$ cat src/rtl/sync_ram_ctrl.sv
// sync_ram_ctrl: single-port synchronous RAM behind a valid/ready request port.
// After reset, a sweep writes every word. During the sweep req_ready is low.
// Read responses come from a register stage. With OUT_REG set, a second
// register stage is added.
//
// Ports:
//   clk, rst_n                 clock, asynchronous active-low reset
//   req_valid/req_ready        request handshake (accept = valid & ready)
//   req_we, req_addr, req_wdata request kind, word address, write data
//   rsp_valid, rsp_rdata       one-cycle read response pulse, data (held when idle)
//   rsp_err                    read address was >= DEPTH (data forced to 0)
//   init_done                  sweep complete, sticky until reset
module sync_ram_ctrl #(
  parameter int unsigned DATA_W    = 8,
  parameter int unsigned ADDR_W    = 6,
  parameter int unsigned DEPTH     = 64,
  parameter int unsigned INIT_MODE = 1,
  parameter int unsigned OUT_REG   = 0
) (
  input  logic              clk,
  input  logic              rst_n,
  input  logic              req_valid,
  output logic              req_ready,
  input  logic              req_we,
  input  logic [ADDR_W-1:0] req_addr,
  input  logic [DATA_W-1:0] req_wdata,
  output logic              rsp_valid,
  output logic [DATA_W-1:0] rsp_rdata,
  output logic              rsp_err,
  output logic              init_done
);

  // One extra bit so DEPTH == 2**ADDR_W is representable.
  localparam logic [ADDR_W:0]   DepthL  = (ADDR_W + 1)'(DEPTH);
  localparam logic [ADDR_W-1:0] LastIdx = ADDR_W'(DEPTH - 1);

  typedef enum logic [0:0] {StInit, StIdle} state_e;

  state_e            state_q, state_d;
  logic [ADDR_W-1:0] cnt_q, cnt_d;
  logic              req_ready_q, req_ready_d;
  logic              init_done_q, init_done_d;

  logic              s1_valid_q, s1_valid_d;
  logic              s1_err_q, s1_err_d;
  logic [DATA_W-1:0] s1_data_q, s1_data_d;

  logic [DATA_W-1:0] mem_q [DEPTH];

  logic              accept;
  logic              addr_ok;
  logic              rd_fire;
  logic              mem_we;
  logic [ADDR_W-1:0] mem_waddr;
  logic [DATA_W-1:0] mem_wdata;
  logic [DATA_W-1:0] init_val;

  assign accept   = req_valid & req_ready_q;
  assign addr_ok  = {1'b0, req_addr} < DepthL;
  assign rd_fire  = accept & ~req_we;
  assign init_val = (INIT_MODE != 0) ? DATA_W'(cnt_q) : '0;

  // Sweep state: one word per cycle, then IDLE forever (until reset).
  always_comb begin
    state_d     = state_q;
    cnt_d       = cnt_q;
    req_ready_d = req_ready_q;
    init_done_d = init_done_q;
    unique case (state_q)
      StInit: begin
        cnt_d = cnt_q + 1'b1;
        if (cnt_q == LastIdx) begin
          state_d     = StIdle;
          cnt_d       = '0;
          req_ready_d = 1'b1;
          init_done_d = 1'b1;
        end
      end
      StIdle: begin
      end
      default: state_d = StInit;
    endcase
  end

  // Single write port shared between the sweep and accepted writes.
  // Out-of-range writes are dropped.
  always_comb begin
    mem_we    = 1'b0;
    mem_waddr = req_addr;
    mem_wdata = req_wdata;
    if (state_q == StInit) begin
      mem_we    = 1'b1;
      mem_waddr = cnt_q;
      mem_wdata = init_val;
    end else if (accept && req_we && addr_ok) begin
      mem_we = 1'b1;
    end
  end

  // First response stage. Data only moves on a read, so it holds otherwise.
  always_comb begin
    s1_valid_d = rd_fire;
    s1_err_d   = rd_fire & ~addr_ok;
    s1_data_d  = s1_data_q;
    if (rd_fire) begin
      s1_data_d = addr_ok ? mem_q[req_addr] : '0;
    end
  end

  always_ff @(posedge clk or negedge rst_n) begin
    if (!rst_n) begin
      state_q     <= StInit;
      cnt_q       <= '0;
      req_ready_q <= 1'b0;
      init_done_q <= 1'b0;
      s1_valid_q  <= 1'b0;
      s1_err_q    <= 1'b0;
      s1_data_q   <= '0;
    end else begin
      state_q     <= state_d;
      cnt_q       <= cnt_d;
      req_ready_q <= req_ready_d;
      init_done_q <= init_done_d;
      s1_valid_q  <= s1_valid_d;
      s1_err_q    <= s1_err_d;
      s1_data_q   <= s1_data_d;
    end
  end

  // Storage is deliberately not reset. Only the sweep gives it known contents.
  always_ff @(posedge clk) begin
    if (mem_we) begin
      mem_q[mem_waddr] <= mem_wdata;
    end
  end

  if (OUT_REG != 0) begin : g_out_reg
    logic              s2_valid_q;
    logic              s2_err_q;
    logic [DATA_W-1:0] s2_data_q, s2_data_d;

    always_comb begin
      s2_data_d = s2_data_q;
      if (s1_valid_q) begin
        s2_data_d = s1_data_q;
      end
    end

    always_ff @(posedge clk or negedge rst_n) begin
      if (!rst_n) begin
        s2_valid_q <= 1'b0;
        s2_err_q   <= 1'b0;
        s2_data_q  <= '0;
      end else begin
        s2_valid_q <= s1_valid_q;
        s2_err_q   <= s1_err_q;
        s2_data_q  <= s2_data_d;
      end
    end

    assign rsp_valid = s2_valid_q;
    assign rsp_err   = s2_err_q;
    assign rsp_rdata = s2_data_q;
  end else begin : g_no_out_reg
    assign rsp_valid = s1_valid_q;
    assign rsp_err   = s1_err_q;
    assign rsp_rdata = s1_data_q;
  end

  assign req_ready = req_ready_q;
  assign init_done = init_done_q;

endmodule

$ cat config.mk
export PLATFORM = sky130hd
export DESIGN_NAME = sync_ram_ctrl
export DESIGN_NICKNAME = d
export VERILOG_FILES = /design/src/rtl/sync_ram_ctrl.sv
export SDC_FILE = /design/constraint.sdc
export NUM_CORES = 1
export LEC_CHECK = 0
export ABC_AREA = 0
export CORE_MARGIN = 8
export CORE_UTILIZATION = 25
export DETAILED_ROUTE_END_ITERATION = 10
export HOLD_SLACK_MARGIN = 0.12
export PLACE_DENSITY = 0.38
export SYNTH_ARGS = -nofsm -noshare
export SYNTH_HDL_FRONTEND = slang
export SYNTH_SLANG_ARGS = --single-unit
$ cat constraint.sdc
create_clock -name clk -period 4.1 [get_ports clk]
set_input_delay 1.23 -clock clk [delete_from_list [all_inputs] [get_ports clk]]
set_output_delay 1.23 -clock clk [all_outputs]
set_load 0.01 [all_outputs]
# ---- Word level (Yosys, flattened, before mapping)
# Memories as Yosys holds them, arrays and structs flattened. A register that Yosys moved wholly into a read port is not among the register bits.
# Cells that the tools add are included.
dict set report op_classes {
  add_sub_neg 1
  mux 9
  n_reduce_logical 3
  n_eq_ne 1
  bitwise_logic 4
}
# cell count
set op_table {}
lappend op_table {{6-bit two-way mux} 2}
lappend op_table {{8-bit two-way mux} 1}
lappend op_table {{6-bit by 1-bit adder with 6-bit output, second input constant} 1}
lappend op_table {{6-bit == test, second input constant} 1}
lappend op_table {{1-bit two-way mux} 6}
lappend op_table {{1-bit bitwise AND} 2}
lappend op_table {{1-bit inverter} 2}
lappend op_table {{2-bit AND reduction} 1}
lappend op_table {{1-bit logical AND} 1}
lappend op_table {{1-bit logical NOT} 1}
dict set report totals {
  ff_bits 9
  mem_count 1
  mem_bits_rw 512
  inputBits 18
  out_inout_bits 12
}
# name depth word_bits rd rd_ports_with_merged_regs write_ports line
set mem_list {}
lappend mem_list {mem_q 64 8 1 1 1 48} ;# logic [DATA_W-1:0] mem_q [DEPTH];

# ---- Depth between registers and ports, before layout
# Gate-level depths: netlist (run 1).
dict set report logic_depth {
  ltp_word 6
  ltp_mapped 10
  ltp_nobuf 6
}

# ---- Worst setup path before layout (run 1)
# No wires, ideal clock.
dict set report synth_path {
  path_kind {input to register}
  from {in req_addr[0]}
  to {mem mem_q[23][0] (enable)}
  setup_time_ns 0.371
  slack_ns 0.987
  required_time_ns 3.729
  path_buffers 4
  arrival_time_ns 2.742
  path_stages 8
  cell_sequence {buf_6 buf_6 buf_4 buf_6 nand3_1 o21ai_0 nand3_1 nor2_1}
}
dict set report synth_between {
  elab_chain_cells 1
}
# element line
set synth_rtl {}
lappend synth_rtl {{from (decl)} 25} ;# input logic [ADDR_W-1:0] req_addr,
lappend synth_rtl {{6-bit two-way mux} 91} ;# if (state_q == StInit) begin
lappend synth_rtl {{to (decl)} 48}
# Every way passes these cells.

==> results of run 1 <==
[flip-flops by register name, indices dropped and copies added (netlist names)]
register and count:
init_done 1, state_q 1, rsp_rdata 8, mem_q 512, cnt_q 6, rsp_valid 1
[layer usage]
| layer | vias to the layer above | wire, microns | global-route usage, % |
|---|---|---|---|
| met5 | - | 0 | 0 |
| met4 | 0 | 1090 | 2.84 |
| met3 | 80 | 2190 | 1.92 |
| met2 | 203 | 26700 | 19.3 |
| met1 | 5688 | 27900 | 17.6 |
| li1 | 4880 | - | - |
[logic make-up after synthesis]
family	Yosys count	synth area share, %
XOR/XNOR	2	0.0833
adder cells (fa/ha/maj)	1	0.0594
buffers and inverters	66	1.89
other	1	0.0178
multiplexers	219	15.1
flip-flops	529	75.1
AND/OR/NAND/NOR	195	4.04
AO/OA/AOI/OAI	119	3.69
[power breakdown]
group          internal, mW  switching (mW)
clock                  2.93            2.15
sequential             5.84               0
combinational         0.153           0.214
[worst paths after layout]
path	cells after the start	endpoint
max	10	rsp_rdata[1]$_DFFE_PN0P_
min	1	cnt_q[5]$_DFFE_PN0N_
max reg2reg	7	mem_q[19][4]$_DFFE_PP_
min reg2reg	1	cnt_q[5]$_DFFE_PN0N_
max in group asynchronous	2	cnt_q[0]$_DFFE_PN0N_
min in group asynchronous	2	rsp_valid$_DFF_PN0_
[layout make-up]
class,count,area [sq um],area share [%]
Multi-Input combinational cell,537,4870,19.2
Tap cell,1080,1350,5.33
Timing Repair Buffer,162,1470,5.80
Clock buffer,73,1510,5.95
Inverter,2,7.51,0.0296
Sequential cell,529,15800,62.3
Antenna cell,1,2.50,0.00987
Clock inverter,37,343,1.35
[cells in the final DEF (no fill, tap or decap), types with 14 or more instances in the layout]
cell type and n:
clkinv_2 14, clkdlybuf4s50_1 25, clkbuf_16 58, nand2_1 50
mux2i_1 137, buf_4 120, nor2_1 70, mux4_2 51
a21oi_1 34, nand3_1 47, clkbuf_1 15, a22oi_1 48
edfxtp_1 512, buf_12 15, mux4_1 21, dfrtp_1 17
[stage by stage]
stage / power (mW) / util [%]
after detailed placement: 6.33 / 28.1
after CTS: 11.5 / 30.3
after floorplan: 6.17 / -
after global routing: 11.7 / 30.3
final: 11.3 / 30.3
after global placement: 6.33 / 28.1
==> out/metrics.csv, run 1 <==
stage,metric,value,unit
cts,clock tree buffer depth,3,
cells_and_area,Fillers,8213,
global_routing,gr ovfl total,0,
cells_and_area,"Area growth, synth to finish",20.5,%
setup_path,R2R Path Start,state_q$_DFF_PN0_,
setup_path,CP Buf/Inv Count,4,
die,die area,0.0937,sq mm
timing,setup_tns,0,ps
global_routing,GRT Util Overall,12.2,%
yosys,Post-Syn Nets,1151,
die,I/O pins,30,
setup_path,crit-path cells,"buf_2, buf_4, and2_1, buf_4, a22oi_1, nand3_1, a41oi_1, buf_4, a21oi_1, o21ai_1",
pwr,Worst VDD drop,0.000302,V
routing,Detail Route Antenna Nets,0,
routing,Via Count,10851,
timing,Final Cycle Share,76.9,%
timing,Final Slew Violations,0,
timing,Fin. Hold Viols,0,
die,DIE HEIGHT,306,microns
cts,postcts setup bufs,0,
cells_and_area,post-route cell area,0.0253,sq mm
cts,clock sink count,529,
timing,WHS,514,ps
setup_path,Worst path slowest cell,buf_2,
timing,RSZ-0062 raised after global routing,no,
yosys,Async SR Flop Fraction,3.21,%
cts,post-CTS sizing,0,
cts,H-Tree Depth,2,
timing,Worst Clk Skew,21.9,ps
die,num rows,106,
setup_path,Setup CP Type,in2reg,
yosys,syn avg cell area,18.6,sq um
routing,DRT iter0 DRCs,841,
die,initial core utilization,25.2,%
yosys,register bit total from synthesis,529,
place,placed cells,2310,
cts,clock slew at reported path FFs,60,ps
yosys,number of synthesized flops with an enable pin,512,
cells_and_area,fin nets,1309,
global_routing,vias in the first global route,11241,
setup_path,Worst Setup Start Kind,input port,
setup_path,"reg-to-reg slack, setup",1050,ps
cts,hold buffers post-CTS,0,
yosys,register area share after synthesis,75.1,%
timing,Setup WS post-layout,947,ps
cts,CTS tree,built,
cts,CTS Buf Count,58,
status,status,finished clean,
setup_path,critical path capture point type,flop,
routing,Via density,4.48,
setup_path,Worst Path Arrival,3620,ps
place,DP HPWL,38600,microns
cts,insertion delay to the later sink of the worst-skew pair,620,ps
worst_hold_path,Hold Startpoint,cnt_q[5]$_DFFE_PN0N_,
timing,achievable frequency,317,MHz
cells_and_area,share of layout cells above drive strength 1,21.0,%
die,core area,0.0836,sq mm
yosys,Synth area leader,edfxtp_1,
routing,routed wire length,57900,microns
yosys,Syn Inst Count,1132,
job,Max-cap violations,0,
timing,endpoints failing setup,0,
yosys,Syn. warnings,0,
yosys,synthesized cell area,0.0210,sq mm
pwr,leakage power,8.01,nW
place,number of buffers added on ports,28,
pwr,Power Dens Cells,445,mW/mm^2
timing,worst rel slew slack,38.6,%
place,RePlAce Congestion,0.763,
timing,post-route minimum period,3150,ps
routing,# DRC,0,
worst_hold_path,Min-Delay Path Class,reg2reg,
setup_path,Worst path max stage delay,500,ps
yosys,dominant cells by area after synthesis,"edfxtp_1 (73%), mux2i_1 (6.5%), mux4_2 (5.5%), mux4_1 (2.6%), dfrtp_1 (2.0%)",
timing,Worst Tran Pin Value,919,ps
cells_and_area,Final Non-Filler Cells,2421,
yosys,top cell type's share of synthesized area,73.1,%
place,dpl ws,253,ps
yosys,"top cells by count, synth","edfxtp_1 (512), mux2i_1 (137), nor2_1 (71)",
setup_path,family with the most delay on the worst path,buffers and inverters,
setup_path,CP dominant cell by count,buf_4,
setup_path,crit path from,req_addr[4],
global_routing,global-route wire length before repair,83300,microns
yosys,Yosys cell types,41,
routing,TritonRoute pass-1 iters,5,
setup_path,Worst EP required,4570,ps
die,die width,306,microns
setup_path,peak fanout along the critical path,24,
cts,CTS Root Cell,clkbuf_16,
yosys,most frequent cell after synthesis,edfxtp_1,
routing,WL/cell,23.9,microns
yosys,Synth Flop Type,edfxtp_1,
place,dpl cell area,0.0235,sq mm
global_routing,antenna violations before repair,2,
global_routing,largest net degree at the start of global routing,65,
(Power assumes the default switching activity.)
==> run 2: changes to the inputs <==
PLACE_DENSITY = 0.39   (was 0.38)
clock period = 2.75 ns   (was 4.1 ns; I/O delays follow)
==> run 2 against run 1 <==
Hold slack got worse by 14 ps. Flip-flop and latch count did not move. Critical endpoint is now rsp_rdata[0]. Sequential power is 49% higher.
==> out/metrics.csv, run 2 (synthesis gave the netlist of run 1 again) <==
stage,metric,value,unit
routing,Via density,4.44,
setup_path,RR Endpoint,mem_q[58][0]$_DFFE_PP_,
timing,worst rel slew slack,46.8,%
pwr,Worst VDD drop,0.000501,V
routing,routed wire length,56300,microns
cells_and_area,fin nets,1363,
place,dpl ws,-349,ps
routing,TritonRoute pass-1 iters,5,
cts,H-Tree Depth,2,
cells_and_area,"commonest cells after routing, fill and taps aside","edfxtp_1 (512), buf_4 (153), mux2i_1 (137), nor2_1 (70), clkbuf_16 (62)",
setup_path,Worst path max stage delay,620,ps
setup_path,R2R Path Start,state_q$_DFF_PN0_,
timing,post-route minimum period,2620,ps
cts,post-CTS sizing,0,
pwr,Power Dens Cells,664,mW/mm^2
global_routing,GRT Util Overall,11.9,%
worst_hold_path,Hold Startpoint,cnt_q[5]$_DFFE_PN0N_,
cells_and_area,Top reg by flops,mem_q,
die,num rows,106,
die,die width,306,microns
timing,Final Slew Violations,0,
cells_and_area,Final Non-Filler Cells,2477,
die,initial core utilization,25.2,%
die,die area,0.0937,sq mm
pwr,leakage power,8.39,nW
timing,Setup WS post-layout,128,ps
timing,Worst Clk Skew,32.1,ps
timing,RSZ-0062 raised after global routing,no,
cts,CTS Buf Count,60,
setup_path,Reg2Reg Depth,7,
place,placed cells,2362,
worst_hold_path,WHS Endpoint,cnt_q[5]$_DFFE_PN0N_,
setup_path,crit-path cells,clkdlybuf4s50_1,
routing,WL/cell,22.7,microns
status,status,finished clean,
setup_path,Setup CP Type,reg2out,
global_routing,vias in the first global route,11466,
cts,CTS Root Cell,clkbuf_16,
setup_path,"reg-to-reg slack, setup",420,ps
place,DP HPWL,37000,microns
place,RePlAce Congestion,0.776,
cts,clock slew at reported path FFs,60,ps
routing,Via Count,11006,
worst_hold_path,Min-Delay Path Class,reg2reg,
setup_path,critical path capture point type,output port,
cts,clock tree buffer depth,3,
setup_path,peak fanout along the critical path,2,
timing,endpoints failing setup,0,
timing,Final Cycle Share,95.3,%
cells_and_area,share of layout cells above drive strength 1,24.1,%
timing,achievable frequency,381,MHz
cells_and_area,"most common cell after layout, fill and taps aside",edfxtp_1,
routing,DRT iter0 DRCs,914,
place,number of buffers added on ports,28,
setup_path,family with the most delay on the worst path,buffers and inverters,
global_routing,antenna violations before repair,0,
setup_path,Worst Path Arrival,1800,ps
die,I/O pins,30,
global_routing,global-route wire length before repair,82300,microns
routing,Detail Route Antenna Nets,0,
global_routing,largest net degree at the start of global routing,65,
setup_path,Worst path slowest cell,clkdlybuf4s50_1,
routing,# DRC,0,
cells_and_area,"Area growth, synth to finish",24.2,%
cts,insertion delay to the later sink of the worst-skew pair,630,ps
timing,Worst Tran Pin Value,798,ps
setup_path,Worst Setup Start Kind,flop,
global_routing,gr ovfl total,0,
worst_hold_path,hold depth,1,
setup_path,CP Buf/Inv Count,1,
timing,setup_tns,0,ps
cts,postcts setup bufs,0,
job,Max-cap violations,0,
cts,CTS tree,built,
setup_path,Worst EP required,1930,ps
cells_and_area,max reg flops,512,
cts,hold buffers post-CTS,0,
cts,clock sink count,529,
die,core area,0.0836,sq mm
timing,Fin. Hold Viols,0,
die,DIE HEIGHT,306,microns
-- run 2: cell count changes in the layout (fill, tap and decap cells not counted), sizes merged --
cell    previous run  this run
diode              1         2
clkinv            28        27
clkbuf            73        75
bufinv             5         8
buf              137       189
inv                4         3
-- run 2: final cells by class --
cell class	count	area [sq um]
Multi-Input combinational cell	537	4870
Clock inverter	38	397
Sequential cell	529	15800
Clock buffer	75	1600
Timing Repair Buffer	214	2100
Tap cell	1080	1350
Antenna cell	2	5.00
Fill cell	8172	57400
Inverter	2	7.51
-- run 2: worst max-delay path by stage --
stage                                  start                       end  slack (ps)  cells past startpoint
finish              rsp_rdata[0]$_DFFE_PN0P_              rsp_rdata[0]         130                      1
global route        rsp_rdata[0]$_DFFE_PN0P_              rsp_rdata[0]          90                      1
CTS                 rsp_rdata[0]$_DFFE_PN0P_              rsp_rdata[0]         100                      1
detailed placement               req_addr[0]  rsp_rdata[0]$_DFFE_PN0P_        -350                      8
global placement                 req_addr[0]  rsp_rdata[0]$_DFFE_PN0P_        -350                      9
floorplan                        req_addr[0]    mem_q[23][0]$_DFFE_PP_          40                      8
-- run 2: per-layer routing --
layer	global-route usage (%)	vias to the layer above	part of all wire [%]
met1	16.8	5717	48
met5	0	-	0
met4	3.16	0	2.2
met2	18.8	198	46
li1	-	5009	-
met3	2.17	82	3.9
-- run 2: power breakdown --
| part | switching, mW | internal, mW |
|---|---|---|
| registers | 0 | 8.70 |
| clock network | 3.20 | 4.85 |
| logic | 0.322 | 0.273 |
| total | 3.52 | 13.8 |
-- run 2: metrics by stage --
| step | area [sq um] | util, % | power (mW) | hold slack [ps] |
|---|---|---|---|---|
| floorplan | 21000 | - | 9.20 | 460 |
| global placement | 24100 | 28.9 | 9.48 | 499 |
| detailed placement | 24100 | 28.9 | 9.48 | 494 |
| CTS | 26100 | 31.3 | 17.6 | 502 |
| global route | 26100 | 31.3 | 17.9 | 533 |
| finish | 26100 | 31.3 | 17.4 | 500 |
==> run 3: changes to the inputs <==
GPL_TIMING_DRIVEN = 0   (was default)
==> run 3 against run 2 <==
Hold slack improved by 6.2 ps. Utilization is 0.79 points lower. Combinational power down 6.6%. Non-clock buffer count fell by 114. Count of clock-buffer cells in the layout fell by 4. First-iteration DRC count shrank 8.8%. Clock skew shrank 16 ps. Clock power shrank 8.2%. Sequential share of layout area increased by 1.6 points. Sequential power hardly changed. Critical path type is now in2reg. Largest power group unchanged.
==> out/metrics.csv, run 3 (synthesis gave the netlist of run 1 again) <==
stage,metric,value,unit
status,status,finished clean,
cells_and_area,area of the multi-input gates,0.00562,sq mm
pwr,Power Dens Cells,654,mW/mm^2
timing,Fin. Hold Viols,0,
cts,clock tree buffer depth,3,
cells_and_area,"commonest cells after routing, fill and taps aside","edfxtp_1 (512), mux2i_1 (136), nor2_4 (63), clkbuf_16 (59), mux4_2 (51)",
cts,clock slew at reported path FFs,60,ps
die,I/O pins,30,
place,RePlAce Congestion,0.784,
cells_and_area,fin util,30.5,%
cells_and_area,fin nets,1247,
setup_path,Worst Setup Start Kind,input port,
setup_path,Worst path slowest cell,a41oi_1,
routing,Via Count,10719,
timing,endpoints failing setup,0,
setup_path,Levels on crit path,9,
global_routing,global-route wire length before repair,83100,microns
job,Max-cap violations,0,
die,num rows,106,
setup_path,"reg-to-reg slack, setup",200,ps
cells_and_area,Storage cell area,0.0158,sq mm
pwr,leakage power,7.66,nW
cells_and_area,max reg flops,512,
setup_path,critical path capture point type,flop,
place,dpl ws,-1340,ps
cts,CTS Buf Count,58,
worst_hold_path,hold depth,2,
cells_and_area,Top reg by flops,mem_q,
pwr,Int Pwr,13.2,mW
routing,TritonRoute pass-1 iters,5,
cts,H-Tree Depth,2,
pwr,Worst VDD drop,0.000410,V
timing,RSZ-0062 raised after global routing,no,
setup_path,Reg2Reg Depth,4,
cells_and_area,post-route cell area,0.0255,sq mm
cells_and_area,"Area growth, synth to finish",21.0,%
pwr,switching power of the nets,3.46,mW
routing,DRT iter0 DRCs,834,
routing,Via density,4.55,
timing,Final Cycle Share,98.5,%
timing,Setup WS post-layout,40.6,ps
timing,achievable frequency,369,MHz
cells_and_area,Antenna Cells,0,
place,DP HPWL,38200,microns
die,die width,306,microns
timing,worst rel slew slack,31.2,%
global_routing,gr ovfl total,0,
worst_hold_path,Min-Delay Path Class,reg2reg,
cells_and_area,"most common cell after layout, fill and taps aside",edfxtp_1,
global_routing,antenna violations before repair,0,
setup_path,family with the most delay on the worst path,compound AO/OA/AOI/OAI gates,
die,DIE HEIGHT,306,microns
pwr,clock power share,44.4,%
cts,CTS Root Cell,clkbuf_16,
setup_path,Worst path max stage delay,550,ps
global_routing,largest net degree at the start of global routing,65,
setup_path,Setup CP Type,in2reg,
setup_path,CP Buf/Inv Count,3,
timing,setup_tns,0,ps
setup_path,CP dominant cell by count,buf_2,
cells_and_area,Fillers,8142,
cts,CTS tree,built,
global_routing,vias in the first global route,11217,
cts,clock sink count,529,
die,die area,0.0937,sq mm
routing,WL/cell,24.6,microns
setup_path,crit-path cells,"buf_6, buf_2, buf_2, mux2i_1, a22oi_1, nand3_1, a41oi_1, a21oi_2, o21ai_1",
setup_path,Worst Path Arrival,3240,ps
setup_path,Worst EP required,3290,ps
pwr,Comb pwr share,3.3,%
die,initial core utilization,25.2,%
die,core area,0.0836,sq mm
routing,routed wire length,58100,microns
routing,# DRC,0,
place,dpl cell area,0.0228,sq mm
timing,Final Slew Violations,0,
cts,insertion delay to the later sink of the worst-skew pair,610,ps
pwr,Reg power frac,52.3,%
pwr,switch share,20.8,%
cells_and_area,share of layout cells above drive strength 1,23.7,%
timing,Worst Clk Skew,16.0,ps
place,number of buffers added on ports,24,
setup_path,peak fanout along the critical path,10,
timing,post-route minimum period,2710,ps
global_routing,GRT Util Overall,12.2,%
routing,Detail Route Antenna Nets,0,
timing,Worst Tran Pin Value,1030,ps
==> run 3: cell types whose count changed in the layout (fill, tap and decap cells not counted), moves of 6 or more <==
cell | before | now
buf_4 | 153 | 15
nor2_1 | 70 | 4
nor2_4 | 0 | 63
buf_12 | 34 | 7
buf_2 | 1 | 16
clkbuf_2 | 0 | 13
nand3_1 | 47 | 36
nand3_4 | 0 | 11
buf_6 | 0 | 8
a21oi_1 | 34 | 28
a21oi_2 | 0 | 6
==> run 3: path summary, 6_finish.rpt <==
kind / start / to
min in group asynchronous: rst_n / rsp_valid$_DFF_PN0_
max in group asynchronous: rst_n / cnt_q[3]$_DFFE_PN0N_
hold / removal: rsp_rdata[5]$_DFFE_PN0P_ / rsp_rdata[5]$_DFFE_PN0P_
setup reg to reg: state_q$_DFF_PN0_ / mem_q[58][7]$_DFFE_PP_
setup / recovery: req_addr[2] / rsp_rdata[7]$_DFFE_PN0P_
hold reg to reg: rsp_rdata[5]$_DFFE_PN0P_ / rsp_rdata[5]$_DFFE_PN0P_
==> run 3: area by class of cell <==
| class | instances | area share [%] |
|---|---|---|
| clock inverters | 37 | 1.05 |
| plain buffers | 61 | 1.59 |
| inverters | 2 | 0.0295 |
| clock buffers | 71 | 5.97 |
| flip-flops and latches | 529 | 62.0 |
| multi-input cells | 537 | 22.1 |
| well taps | 1080 | 5.31 |
| repair buffers | 39 | 1.96 |
==> run 3: repair_timing <==
action / CTS / global route
resized for setup: 164 / 41
buffers inserted: 6 / 4
pin swaps: 4 / 3
hold buffers: 0 / 0
setup endpoints to repair: 940 / 874
cloned: 0 / 0
==> run 3: worst register-to-register path, stage by stage, from the launching register on <==
cell and delay (ps):
dfrtp_1 470, nand2b_1 290, a21boi_2 280, or3_1 760, nor2_4 420
==> run 3: per-layer routing <==
| layer | vias to the layer above | GRT usage (%) | share of wire, % |
|---|---|---|---|
| li1 | 4782 | - | - |
| met1 | 5667 | 17.0 | 47 |
| met2 | 188 | 19.9 | 48 |
| met3 | 82 | 1.87 | 3.4 |
| met4 | 0 | 3.02 | 2.0 |
| met5 | - | 0 | 0 |
==> run 3: power by group through the flow <==
stage | registers [mW] | logic (mW) | clock network [mW]
6_report | 8.70 | 0.556 | 7.39
5_1_grt | 8.70 | 0.591 | 7.88
4_1_cts | 8.70 | 0.563 | 7.61
3_5_place_dp | 8.87 | 0.553 | 0
3_3_place_gp | 8.87 | 0.553 | 0
2_1_floorplan | 8.87 | 0.330 | 0
==> run 3: metrics by stage <==
| stage | hold WS [ps] | power [mW] | cells |
|---|---|---|---|
| 2_1_floorplan | 460 | 9.20 | 1132 |
| 3_3_place_gp | 497 | 9.42 | 2236 |
| 3_5_place_dp | 492 | 9.42 | 2241 |
| 4_1_cts | 511 | 16.9 | 2353 |
| 5_1_grt | 542 | 17.2 | 2356 |
| 6_report | 506 | 16.6 | 2356 |
